==> config.mk <==
export PLATFORM = sky130hd
export DESIGN_NAME = cjtag_bridge
export DESIGN_NICKNAME = d
export VERILOG_FILES = /design/src/rtl/cjtag_bridge.sv
export SDC_FILE = /design/constraint.sdc
export NUM_CORES = 1
export LEC_CHECK = 0
export CAP_MARGIN = 30
export CORE_MARGIN = 2
export CORE_UTILIZATION = 57
export CTS_CLUSTER_DIAMETER = 150
export CTS_CLUSTER_SIZE = 28
export DETAILED_ROUTE_END_ITERATION = 10
export PLACE_DENSITY = 0.77
export SLEW_MARGIN = 20
export SYNTH_ARGS = -nofsm -noshare
export SYNTH_HDL_FRONTEND = slang
export SYNTH_SLANG_ARGS = --single-unit
export TNS_END_PERCENT = 100
==> constraint.sdc <==
create_clock -name CLK -period 2.37 [get_ports CLK]
set_input_delay 0.3555 -clock CLK [delete_from_list [all_inputs] [get_ports CLK]]
set_output_delay 0.3555 -clock CLK [all_outputs]
set_load 0.005 [all_outputs]
==> src/rtl/cjtag_bridge.sv <==
// Target-side cJTAG (OScan1) to 4-wire JTAG bridge.
// TCKC/TMSC are oversampled on CLK; escapes, activation and 3-phase packets are decoded here.
//
// state    | meaning
// OFFLINE  | deselected; JTAG outputs parked, only escapes acted on
// ACTIVATE | shifting the 12-bit OAC/EC/CP activation code, LSB first
// OSCAN1   | online; nTDI / TMS / TDO packets decoded on a 3-phase cycle
module cjtag_bridge #(
  parameter int          SYNC_STAGES = 2,
  parameter logic [11:0] ACT_CODE    = 12'b0000_1000_1100,
  parameter int          ESC_CNT_W   = 4
) (
  input  logic CLK,
  input  logic RES,
  input  logic TCKC_I,
  input  logic TMSC_I,
  output logic TMSC_O,
  output logic TMSC_E,
  output logic TCK,
  output logic TMS,
  output logic TDI,
  input  logic TDO,
  output logic TAP_RESET,
  output logic ONLINE
);

  typedef enum logic [1:0] {
    OFFLINE  = 2'd0,
    ACTIVATE = 2'd1,
    OSCAN1   = 2'd2
  } state_t;

  logic [SYNC_STAGES-1:0] tckc_sync;
  logic [SYNC_STAGES-1:0] tmsc_sync;
  logic                   tckc_d;
  logic                   tmsc_d;
  logic                   tckc_s;
  logic                   tmsc_s;
  logic                   tckc_rise;
  logic                   tckc_fall;
  logic                   tmsc_edge;
  logic [SYNC_STAGES:0]   drv_pipe;
  logic                   drv_mask;
  logic [ESC_CNT_W-1:0]   esc_cnt;
  int unsigned            esc_val;

  state_t      state, state_nxt;
  logic [1:0]  phase, phase_nxt;
  logic [3:0]  shcnt, shcnt_nxt;
  logic [11:0] shreg, shreg_nxt;
  logic        tck_nxt;
  logic        tms_nxt;
  logic        tdi_nxt;
  logic        tmsc_o_nxt;
  logic        tmsc_e_nxt;
  logic        tap_reset_nxt;

  assign tckc_s    = tckc_sync[SYNC_STAGES-1];
  assign tmsc_s    = tmsc_sync[SYNC_STAGES-1];
  assign tckc_rise = tckc_s & ~tckc_d;
  assign tckc_fall = ~tckc_s & tckc_d;
  assign tmsc_edge = tmsc_s ^ tmsc_d;
  // our own drive reaches the edge detector late, so mask it for the sync latency
  assign drv_mask  = TMSC_E | (|drv_pipe);
  assign ONLINE    = (state == OSCAN1);

  always_ff @(posedge CLK) begin
    if (RES) begin
      tckc_sync <= '0;
      tmsc_sync <= '0;
      tckc_d    <= 1'b0;
      tmsc_d    <= 1'b0;
      drv_pipe  <= '0;
    end else begin
      tckc_sync <= {tckc_sync[SYNC_STAGES-2:0], TCKC_I};
      tmsc_sync <= {tmsc_sync[SYNC_STAGES-2:0], TMSC_I};
      tckc_d    <= tckc_s;
      tmsc_d    <= tmsc_s;
      drv_pipe  <= {drv_pipe[SYNC_STAGES-1:0], TMSC_E};
    end
  end

  always_ff @(posedge CLK) begin
    if (RES) begin
      esc_cnt <= '0;
    end else if (tckc_rise || tckc_fall) begin
      esc_cnt <= '0;
    end else if (tckc_s && tmsc_edge && !drv_mask && (esc_cnt != '1)) begin
      esc_cnt <= esc_cnt + ESC_CNT_W'(1);
    end
  end

  always_ff @(posedge CLK) begin
    if (RES) begin
      state     <= OFFLINE;
      phase     <= 2'd0;
      shcnt     <= 4'd0;
      shreg     <= 12'd0;
      TCK       <= 1'b0;
      TMS       <= 1'b1;
      TDI       <= 1'b1;
      TMSC_O    <= 1'b0;
      TMSC_E    <= 1'b0;
      TAP_RESET <= 1'b0;
    end else begin
      state     <= state_nxt;
      phase     <= phase_nxt;
      shcnt     <= shcnt_nxt;
      shreg     <= shreg_nxt;
      TCK       <= tck_nxt;
      TMS       <= tms_nxt;
      TDI       <= tdi_nxt;
      TMSC_O    <= tmsc_o_nxt;
      TMSC_E    <= tmsc_e_nxt;
      TAP_RESET <= tap_reset_nxt;
    end
  end

  always_comb begin
    esc_val       = 32'(esc_cnt);
    state_nxt     = state;
    phase_nxt     = phase;
    shcnt_nxt     = shcnt;
    shreg_nxt     = shreg;
    tck_nxt       = TCK;
    tms_nxt       = TMS;
    tdi_nxt       = TDI;
    tmsc_o_nxt    = TMSC_O;
    tmsc_e_nxt    = TMSC_E;
    tap_reset_nxt = 1'b0;

    // an escape seen at TCKC fall overrides any phase fall action
    if (tckc_fall && (esc_val != 0)) begin
      if (esc_val <= 3) begin
        phase_nxt  = 2'd0;
        tmsc_e_nxt = 1'b0;
      end else if (esc_val <= 5) begin
        state_nxt = OFFLINE;
      end else if (esc_val <= 7) begin
        state_nxt = ACTIVATE;
        shcnt_nxt = 4'd0;
      end else begin
        state_nxt     = OFFLINE;
        tap_reset_nxt = 1'b1;
      end
    end else begin
      case (state)
        ACTIVATE: begin
          if (tckc_rise) begin
            shreg_nxt = {tmsc_s, shreg[11:1]};
            shcnt_nxt = shcnt + 4'd1;
            if (shcnt == 4'd11) begin
              if (shreg_nxt == ACT_CODE) begin
                state_nxt = OSCAN1;
                phase_nxt = 2'd0;
              end else begin
                state_nxt = OFFLINE;
              end
            end
          end
        end
        OSCAN1: begin
          if (tckc_rise) begin
            case (phase)
              2'd0: begin
                tdi_nxt   = ~tmsc_s;
                tck_nxt   = 1'b0;
                phase_nxt = 2'd1;
              end
              2'd1: begin
                tms_nxt   = tmsc_s;
                phase_nxt = 2'd2;
              end
              default: begin
                tck_nxt   = 1'b1;
                phase_nxt = 2'd0;
              end
            endcase
          end else if (tckc_fall) begin
            // phase holds the next rise's phase: 2 means we are in phase 1 low, 0 in phase 2 low
            if (phase == 2'd2) begin
              tmsc_e_nxt = 1'b1;
              tmsc_o_nxt = TDO;
            end else if (phase == 2'd0) begin
              tmsc_e_nxt = 1'b0;
            end
          end
        end
        default: ;
      endcase
    end

    if (state_nxt != OSCAN1) begin
      tck_nxt    = 1'b0;
      tms_nxt    = 1'b1;
      tmsc_e_nxt = 1'b0;
    end
  end

endmodule
# After elaboration in Yosys (flattened, before gate mapping)
# Cells that the tools add are included.
# word_totals
in_bits	5
regBits	39
elab_cells	105
output_inout_bits	7
# op_classes
n_bitwise	10
add_sub_neg	2
n_reduce_logical	26
order_cmp	3
muxes	31
eq_ne	17
# op_table
cell	count
2-bit two-way mux	12
4-bit two-way mux	6
5-bit AND reduction	3
12-bit by 8-bit equality test with 1-bit output (second input constant)	1
4-bit AND reduction	3
1-bit two-way mux	10
3-bit inequality test (second input constant)	3
4-bit by 1-bit adder with 4-bit output (second input constant)	2
4-bit by 3-bit less-or-equal comparator with 1-bit output (second input constant)	2
2-bit one-hot mux with 2 select lines	2
2-bit nonzero test	4
2-bit by 1-bit inequality test with 1-bit output (second input constant)	3
2-bit inequality test (second input constant)	3
1-bit NOT	6
6-bit AND reduction	1
3-bit nonzero test	2
2-bit by 1-bit equality test with 1-bit output (second input constant)	2
2-bit equality test (second input constant)	2
4-bit equality test (second input constant)	1
4-bit by 2-bit less-or-equal comparator with 1-bit output (second input constant)	1
1-bit logical AND	4
4-bit inequality test (second input constant)	1
4-bit nonzero test	1
2-bit OR reduction	2
11 further kinds	12

# Depth between registers and ports, before layout
# Gate-level depths: netlist of the first run.
# depth
word_depth	8
depth_mapped	8
depth_no_buf	7

# Worst setup path after synthesis of the first run
# No wires, ideal clock.
# synth_timing
path_type	flip-flop to flip-flop
start	register esc_cnt[0]
end	register TMS
required_ps	2249
path_stages_with_launch	9
setup_slack_ps	490
arrival_time_ps	1759
n_path_buf	1
setup_ps	121
synth_period_minus_slack_ps	1880
cell_sequence	dfxtp_1 > inv_1 > ha_1 > or3b_4 > buf_6 > a2111oi_4 > a31oi_1 > inv_1 > nand3_1
# synth_between
elab_chain_len	7
elab_cells_between_ends	13
cone_classes	order compare (3); eq/ne (1); mux (4); bitwise (1); reduce/logical (4)
# synth_rtl
item	line_no	source
from (decl)	44	logic [ESC_CNT_W-1:0] esc_cnt;
from (signal assigned)	89	esc_cnt <= esc_cnt + ESC_CNT_W'(1);
4-bit by 3-bit less-or-equal comparator with 1-bit output	139	end else if (esc_val <= 7) begin
1-bit two-way mux	139	
1-bit two-way mux	137	end else if (esc_val <= 5) begin
2-bit two-way mux	134	if (esc_val <= 3) begin
2-bit two-way mux	133	if (tckc_fall && (esc_val != 0)) begin
2-bit inequality test	193	if (state_nxt != OSCAN1) begin
2-bit OR reduction (no line)	-	
to (signal assigned)	111	TMS <= tms_nxt;
to (decl)	20	output logic TMS,
# Several ways; a longest one is shown, not always the timed one.
# A chain may end at the register's enable or synchronous reset.

# Worst setup path after layout of the first run
# layout_timing
start	register tckc_sync[1]
end	register TMSC_E
# layout_between
elab_chain_len	6
elab_cells_between_ends	16
cone_classes	eq/ne (3); mux (4); bitwise (3); reduce/logical (6)
# layout_rtl
item	line_no	source
from (decl)	33	logic [SYNC_STAGES-1:0] tckc_sync;
from (signal assigned)	75	tckc_sync <= {tckc_sync[SYNC_STAGES-2:0], TCKC_I};
1-bit AND / 1-bit NOT (equally long branches)	60, 61	
2-bit two-way mux / 1-bit AND (equally long branches)	149, 61	
2-bit two-way mux / 1-bit logical AND (equally long branches)	147, 133	
2-bit two-way mux	133	
2-bit inequality test	193	
2-bit OR reduction (no line)	-	
to (signal assigned)	114	TMSC_E <= tmsc_e_nxt;
to (decl)	18	output logic TMSC_E,
# Several ways; a longest one is shown, not always the timed one.

==> results of run 1 <==
-- placed cells by master, fill, tap and decap left out, types with 2 or more instances in the layout --
master	count
nand2_1	16
or3_1	2
nor3b_1	2
o211ai_1	2
a211oi_1	4
buf_4	3
mux2i_1	4
nor2b_1	12
nand4_1	2
a21oi_1	16
nand3_1	19
inv_1	9
nand2b_1	8
nand4b_1	2
nor4b_1	2
xor2_1	2
o21ai_0	5
dfxtp_1	38
nor2_1	7
clkdlybuf4s50_1	11
clkbuf_4	5
nor3_1	2
nand3b_1	3
ha_1	7
a31oi_1	3
-- per-stage QoR --
stage	util, %	cells
after floorplan	-	196
after global placement	62.3	232
after detailed placement	62.3	232
after CTS	64.3	240
after global routing	64.3	240
final	64.3	240
-- routing by layer --
| layer | vias to the layer above | track usage, % | wire, um |
|---|---|---|---|
| li1 | 711 | - | - |
| met1 | 660 | 26.6 | 1580 |
| met2 | 25 | 37.5 | 1720 |
| met3 | 5 | 5.90 | 118 |
| met4 | 0 | 5.71 | 36 |
| met5 | - | 0 | 0 |
-- worst max-delay path, stage by stage (launching register included) --
cell      delay [ns]
dfxtp_1         0.36
inv_1           0.08
ha_1            0.44
inv_1           0.19
a2111o_1        0.33
or3b_1          0.37
a211oi_1        0.23
-- state kept, by name, summed over array words and instances, names as in the netlist --
name and count:
TAP_RESET 1, TCK 1, TDI 1, TMS 1, TMSC_E 1, TMSC_O 1, drv_pipe 3, esc_cnt 4
phase 2, shcnt 4, shreg 11, state 2, tckc_d 1, tckc_sync 2, tmsc_d 1, tmsc_sync 2
-- logic make-up (layout without fill, tap and decap cells) --
family	Yosys count	after routing
flops	38	38
mux	4	4
xor+xnor	3	3
buf+inv	20	31
simple gates	84	84
fa+ha+maj	7	7
compound gates	40	40
-- cell type report --
| type | count | area (um2) | share of cell area, % |
|---|---|---|---|
| flip-flops and latches | 38 | 761 | 39.4 |
| clock inverters | 1 | 5.00 | 0.259 |
| well taps | 33 | 41.3 | 2.14 |
| repair buffers | 14 | 133 | 6.87 |
| clock buffers | 7 | 55.1 | 2.85 |
| inverters | 9 | 33.8 | 1.75 |
| multi-input cells | 138 | 902 | 46.7 |
-- power groups by stage --
stage | logic, uW | clock network [uW] | registers (uW)
after floorplan | 30.9 | 0 | 665
after global placement | 44.4 | 0 | 666
after detailed placement | 45.7 | 0 | 667
after CTS | 45.7 | 354 | 652
after global routing | 50.7 | 381 | 653
final | 45.6 | 344 | 652
-- how the worst max path moves through the flow --
| stage | endpoint | slack, ns | start |
|---|---|---|---|
| 3_5_place_dp | TMSC_E$_SDFFE_PP0P_ | 0.36 | tckc_sync[1]$_SDFF_PP0_ |
| 4_1_cts | TMSC_E$_SDFFE_PP0P_ | 0.30 | tckc_sync[1]$_SDFF_PP0_ |
| 3_3_place_gp | TMSC_E$_SDFFE_PP0P_ | 0.33 | tckc_sync[1]$_SDFF_PP0_ |
| 2_1_floorplan | TMS$_SDFFE_PP1P_ | 0.49 | esc_cnt[0]$_SDFFE_PP0P_ |
| 5_1_grt | TMSC_E$_SDFFE_PP0P_ | 0.18 | tckc_sync[1]$_SDFF_PP0_ |
| 6_report | TMSC_E$_SDFFE_PP0P_ | 0.29 | tckc_sync[1]$_SDFF_PP0_ |
==> results.cfg, run 1 <==
[run_status]
status = finished, final reports clean

[drt]
routed_via_density = 5.84
wl_per_cell_um = 14.4
drt-pass1-iter-count = 4
ant_nets = 0
vias = 1401
drtIter0Drc = 88
wirelength_um = 3450
drc_errors = 0

[power_and_ir_drop]
vdd_drop_max_mv = 0.391
power_uw = 1040
power_density_mw_per_mm2 = 539
switchingPower_uw = 232
p_comb_share_pct = 4.4
leakage_uw = 0.000668
pwr-share-clk_pct = 33.0
swShare_pct = 22.3
p_int_uw = 809
p_seq_share_pct = 62.6

[synthesis]
yosysWarnings = 0
netlist_top_cells_area = dfxtp_1, nand3_1, ha_1, a21oi_1, nor2b_1
synth_edf_count = 0
synth_fa_ha_area_share_pct = 4.98
synth_top_family_by_area = simple AND/OR/NAND/NOR gates
synth_commonest_cells = dfxtp_1, nand3_1, a21oi_1, nand2_1, nor2b_1
syn_area_per_cell_um2 = 8.98
synth-simple-area-share_pct = 26.8
synth_xor_area_share_pct = 1.49
synth-seq-area-share_pct = 43.2
yosysTopAreaCell = dfxtp_1
synth_nets = 208
ys_ff_latch = 38
synthCells = 196
netlist_area_mm2 = 0.00176
synth_cell_types = 43
muxShareOfSynthArea_pct = 2.27
synth.most_common_cell = dfxtp_1
yosysTopAreaCellShare_pct = 43.2
ys.flop_type = dfxtp_1
synth_compound_area_share_pct = 15.7
synthArstFlopShare_pct = 0

[sta]
final.period_utilization_pct = 87.6
tns_ns = 0
hold_violations = 0
worst_clock_skew_ns = 0.0105
relSlewSlack_pct = 69.1
rsz0062_at_grt = no
setup_viol = 0
fin_ws_ns = 0.293
timing.hold.ws_ns = 0.449
min_period_ns = 2.08
fmax_ghz = 0.481
tightest_slew_ns = 0.462
slew_viol_final = 0

[global_routing]
grt_pass1_vias = 1311
grt_max_degree = 19
track_usage_pct = 21.7
antenna_found_initial = 0
overflow = 0
grt_pass1_wl_um = 5780

[floorplan]
initial_core_util_pct = 58.6
coreArea_mm2 = 0.00300
dieWidth_um = 59.6
chipHeight_um = 59.6
pin_count = 12
die_area_mm2 = 0.00355
row_count = 20

[final_layout]
diodes = 0
nets = 218
layout-drive-gt1-share_pct = 7.25
fillers = 248
postLayoutCellArea_mm2 = 0.00193
synthToLayoutAreaGrowth_pct = 9.67

[setup_path]
crit_fanout = 12
crit_type = register to register
start_kind = register
rr_startpoint = tckc_sync[1]$_SDFF_PP0_
rrSetupSlack_ns = 0.29
crit_path_end_kind = register
required_ns = 2.64
critical_path_arrival_ns = 2.35
reg2reg_depth = 6
r2r-end = TMSC_E$_SDFFE_PP0P_

[placement]
dpl.hpwl_um = 2610
place_congestion = 0.873
postPlaceCellArea_mm2 = 0.00187
portBuffers = 11
preCtsSetupSlack_ns = 0.358

[worst_hold_path]
hold_class = register to register
min_to = tmsc_sync[1]$_SDFF_PP0_
holdPathStages = 1
hold_start = tmsc_sync[0]$_SDFF_PP0_

[cts]
cts_setup_buffers = 0
cts.clk_slew.worst_paths_ns = 0.11
numCtsBuffers = 5
cts_hold_buf = 0
cts-root-buf = clkbuf_4
cts_resized = 0
clkLatencyLatePin_ns = 0.35
cts.sinks = 38
h-tree-depth = 2
cts_tree = done
clockBufferDepth = 2

[run]
maxCapViolCount = 0
Note: power is estimated with default switching activity, not from simulation.
==> inputs of run 2 (changes only) <==
--- a/config.mk
+++ b/config.mk
@@ -7,11 +7,11 @@
 export LEC_CHECK = 0
 export CAP_MARGIN = 30
 export CORE_MARGIN = 2
-export CORE_UTILIZATION = 57
+export CORE_UTILIZATION = 50
 export CTS_CLUSTER_DIAMETER = 150
 export CTS_CLUSTER_SIZE = 28
 export DETAILED_ROUTE_END_ITERATION = 10
-export PLACE_DENSITY = 0.77
+export PLACE_DENSITY = 0.69
 export SLEW_MARGIN = 20
 export SYNTH_ARGS = -nofsm -noshare
 export SYNTH_HDL_FRONTEND = slang
==> results.cfg, run 2 (same netlist as run 1, synthesis figures left out) <==
[run_status]
status = finished, final reports clean

[final_layout]
final_common_cell = dfxtp_1
nets = 218
largest_register_ffs = 11
diodes = 0
fin_util_pct = 58.4
reg_top3 = shreg x11, esc_cnt x4, shcnt x4
regMostFlops = shreg
final_cell_mix = dfxtp_1, nand3_1, a21oi_1, nand2_1, nor2b_1
layout-drive-gt1-share_pct = 7.73
synthToLayoutAreaGrowth_pct = 11.7
final_cells = 253

[cts]
cts.sinks = 38
cts_hold_buf = 0
cts_setup_buffers = 0
cts_resized = 0
cts.clk_slew.worst_paths_ns = 0.11
cts-root-buf = clkbuf_4
clockBufferDepth = 2
cts_tree = done
clkLatencyLatePin_ns = 0.34
numCtsBuffers = 5
h-tree-depth = 2

[sta]
rsz0062_at_grt = no
fmax_ghz = 0.481
hold_violations = 0
slew_viol_final = 0
fin_ws_ns = 0.293
tightest_slew_ns = 0.591
setup_viol = 0
final.period_utilization_pct = 87.7
min_period_ns = 2.08
relSlewSlack_pct = 60.4
worst_clock_skew_ns = 0.00327
tns_ns = 0

[drt]
routed_via_density = 5.68
ant_nets = 0
vias = 1437
drt-pass1-iter-count = 4
wirelength_um = 3540
drc_errors = 0
drtIter0Drc = 46
wl_per_cell_um = 14.0

[placement]
placedCellCount = 245
place_congestion = 0.889
preCtsSetupSlack_ns = 0.367
portBuffers = 11
dpl.hpwl_um = 2640

[setup_path]
start_kind = register
critical_path_arrival_ns = 2.35
crit_fanout = 7
rrSetupSlack_ns = 0.29
required_ns = 2.64
crit_type = register to register
crit_path_end_kind = register

[floorplan]
chipHeight_um = 63.3
die_area_mm2 = 0.00401
pin_count = 12
row_count = 21
dieWidth_um = 63.3
coreArea_mm2 = 0.00336
initial_core_util_pct = 52.3

[power_and_ir_drop]
vdd_drop_max_mv = 0.314
power_density_mw_per_mm2 = 563
power_uw = 1110
leakage_uw = 0.000678

[global_routing]
grt_pass1_wl_um = 6110
track_usage_pct = 19.3
grt_pass1_vias = 1405
antenna_found_initial = 0
grt_max_degree = 16
overflow = 0

[worst_hold_path]
hold_class = register to register

[run]
maxCapViolCount = 0
-- run 2: cell count changes in the layout (fill, tap and decap cells not counted) --
| cell | before | now |
|---|---|---|
| clkbuf_8 | 1 | 3 |
| clkbuf_1 | 1 | 0 |
| clkinv_2 | 1 | 0 |
-- run 2: routing by layer --
layer  track usage, %  routed length, um  vias to the layer above
li1                 -                  -                      710
met1             23.4               1590                      689
met2             32.6               1700                       28
met3             3.93                167                       10
met4             8.70                 88                        0
met5                0                  0                        -
-- run 2: power by group --
group          total (uW)  internal (uW)  switching, uW
Sequential            652            646           6.12
Combinational        45.3           20.0           25.3
Clock                 409            203            206
-- run 2: worst max-delay path, stage by stage, from the launching register on --
cell and delay [ns]:
dfxtp_1 0.36, inv_1 0.10, ha_1 0.21, or3b_4 0.46, a211oi_1 0.56, nand3b_1 0.14
a31oi_1 0.19
-- run 2: layout make-up --
cell class              count  area (um2)
flip-flops and latches     38         761
repair buffers             14         133
multi-input cells         138         902
clock buffers               8        78.8
fillers                   332        1400
well taps                  46        57.6
inverters                   9        33.8
-- run 2: final timing paths --
check | end | startpoint | cells past startpoint
worst min register to register | tmsc_sync[1]$_SDFF_PP0_ | tmsc_sync[0]$_SDFF_PP0_ | 1
worst max register to register | shcnt[2]$_SDFFE_PP0P_ | esc_cnt[0]$_SDFFE_PP0P_ | 6
worst max-delay path | shcnt[2]$_SDFFE_PP0P_ | esc_cnt[0]$_SDFFE_PP0P_ | 6
worst min-delay path | tmsc_sync[1]$_SDFF_PP0_ | tmsc_sync[0]$_SDFF_PP0_ | 1
-- run 2: through the flow --
step / instance area [um2] / hold slack [ns]
finish: 1970 / 0.466
detailed placement: 1890 / 0.431
floorplan: 1760 / 0.414
global placement: 1890 / 0.434
CTS: 1970 / 0.465
global route: 1970 / 0.482
==> inputs of run 3 (changes only) <==
==> constraint.sdc (replaced) <==
create_clock -name CLK -period 2.45 [get_ports CLK]
set_input_delay 0.3675 -clock CLK [delete_from_list [all_inputs] [get_ports CLK]]
set_output_delay 0.3675 -clock CLK [all_outputs]
set_load 0.005 [all_outputs]
==> results of run 3 <==
Same layout as run 2 (identical final DEF). Status: finished, final reports clean.
Main changes from that run: setup slack after placement 0.367 ns -> 0.447 ns; setup slack after layout 0.293 ns -> 0.373 ns; register-to-register setup slack 0.29 ns -> 0.37 ns; total power 1110 uW -> 1070 uW; worst IR drop on VDD 0.314 mV -> 0.303 mV
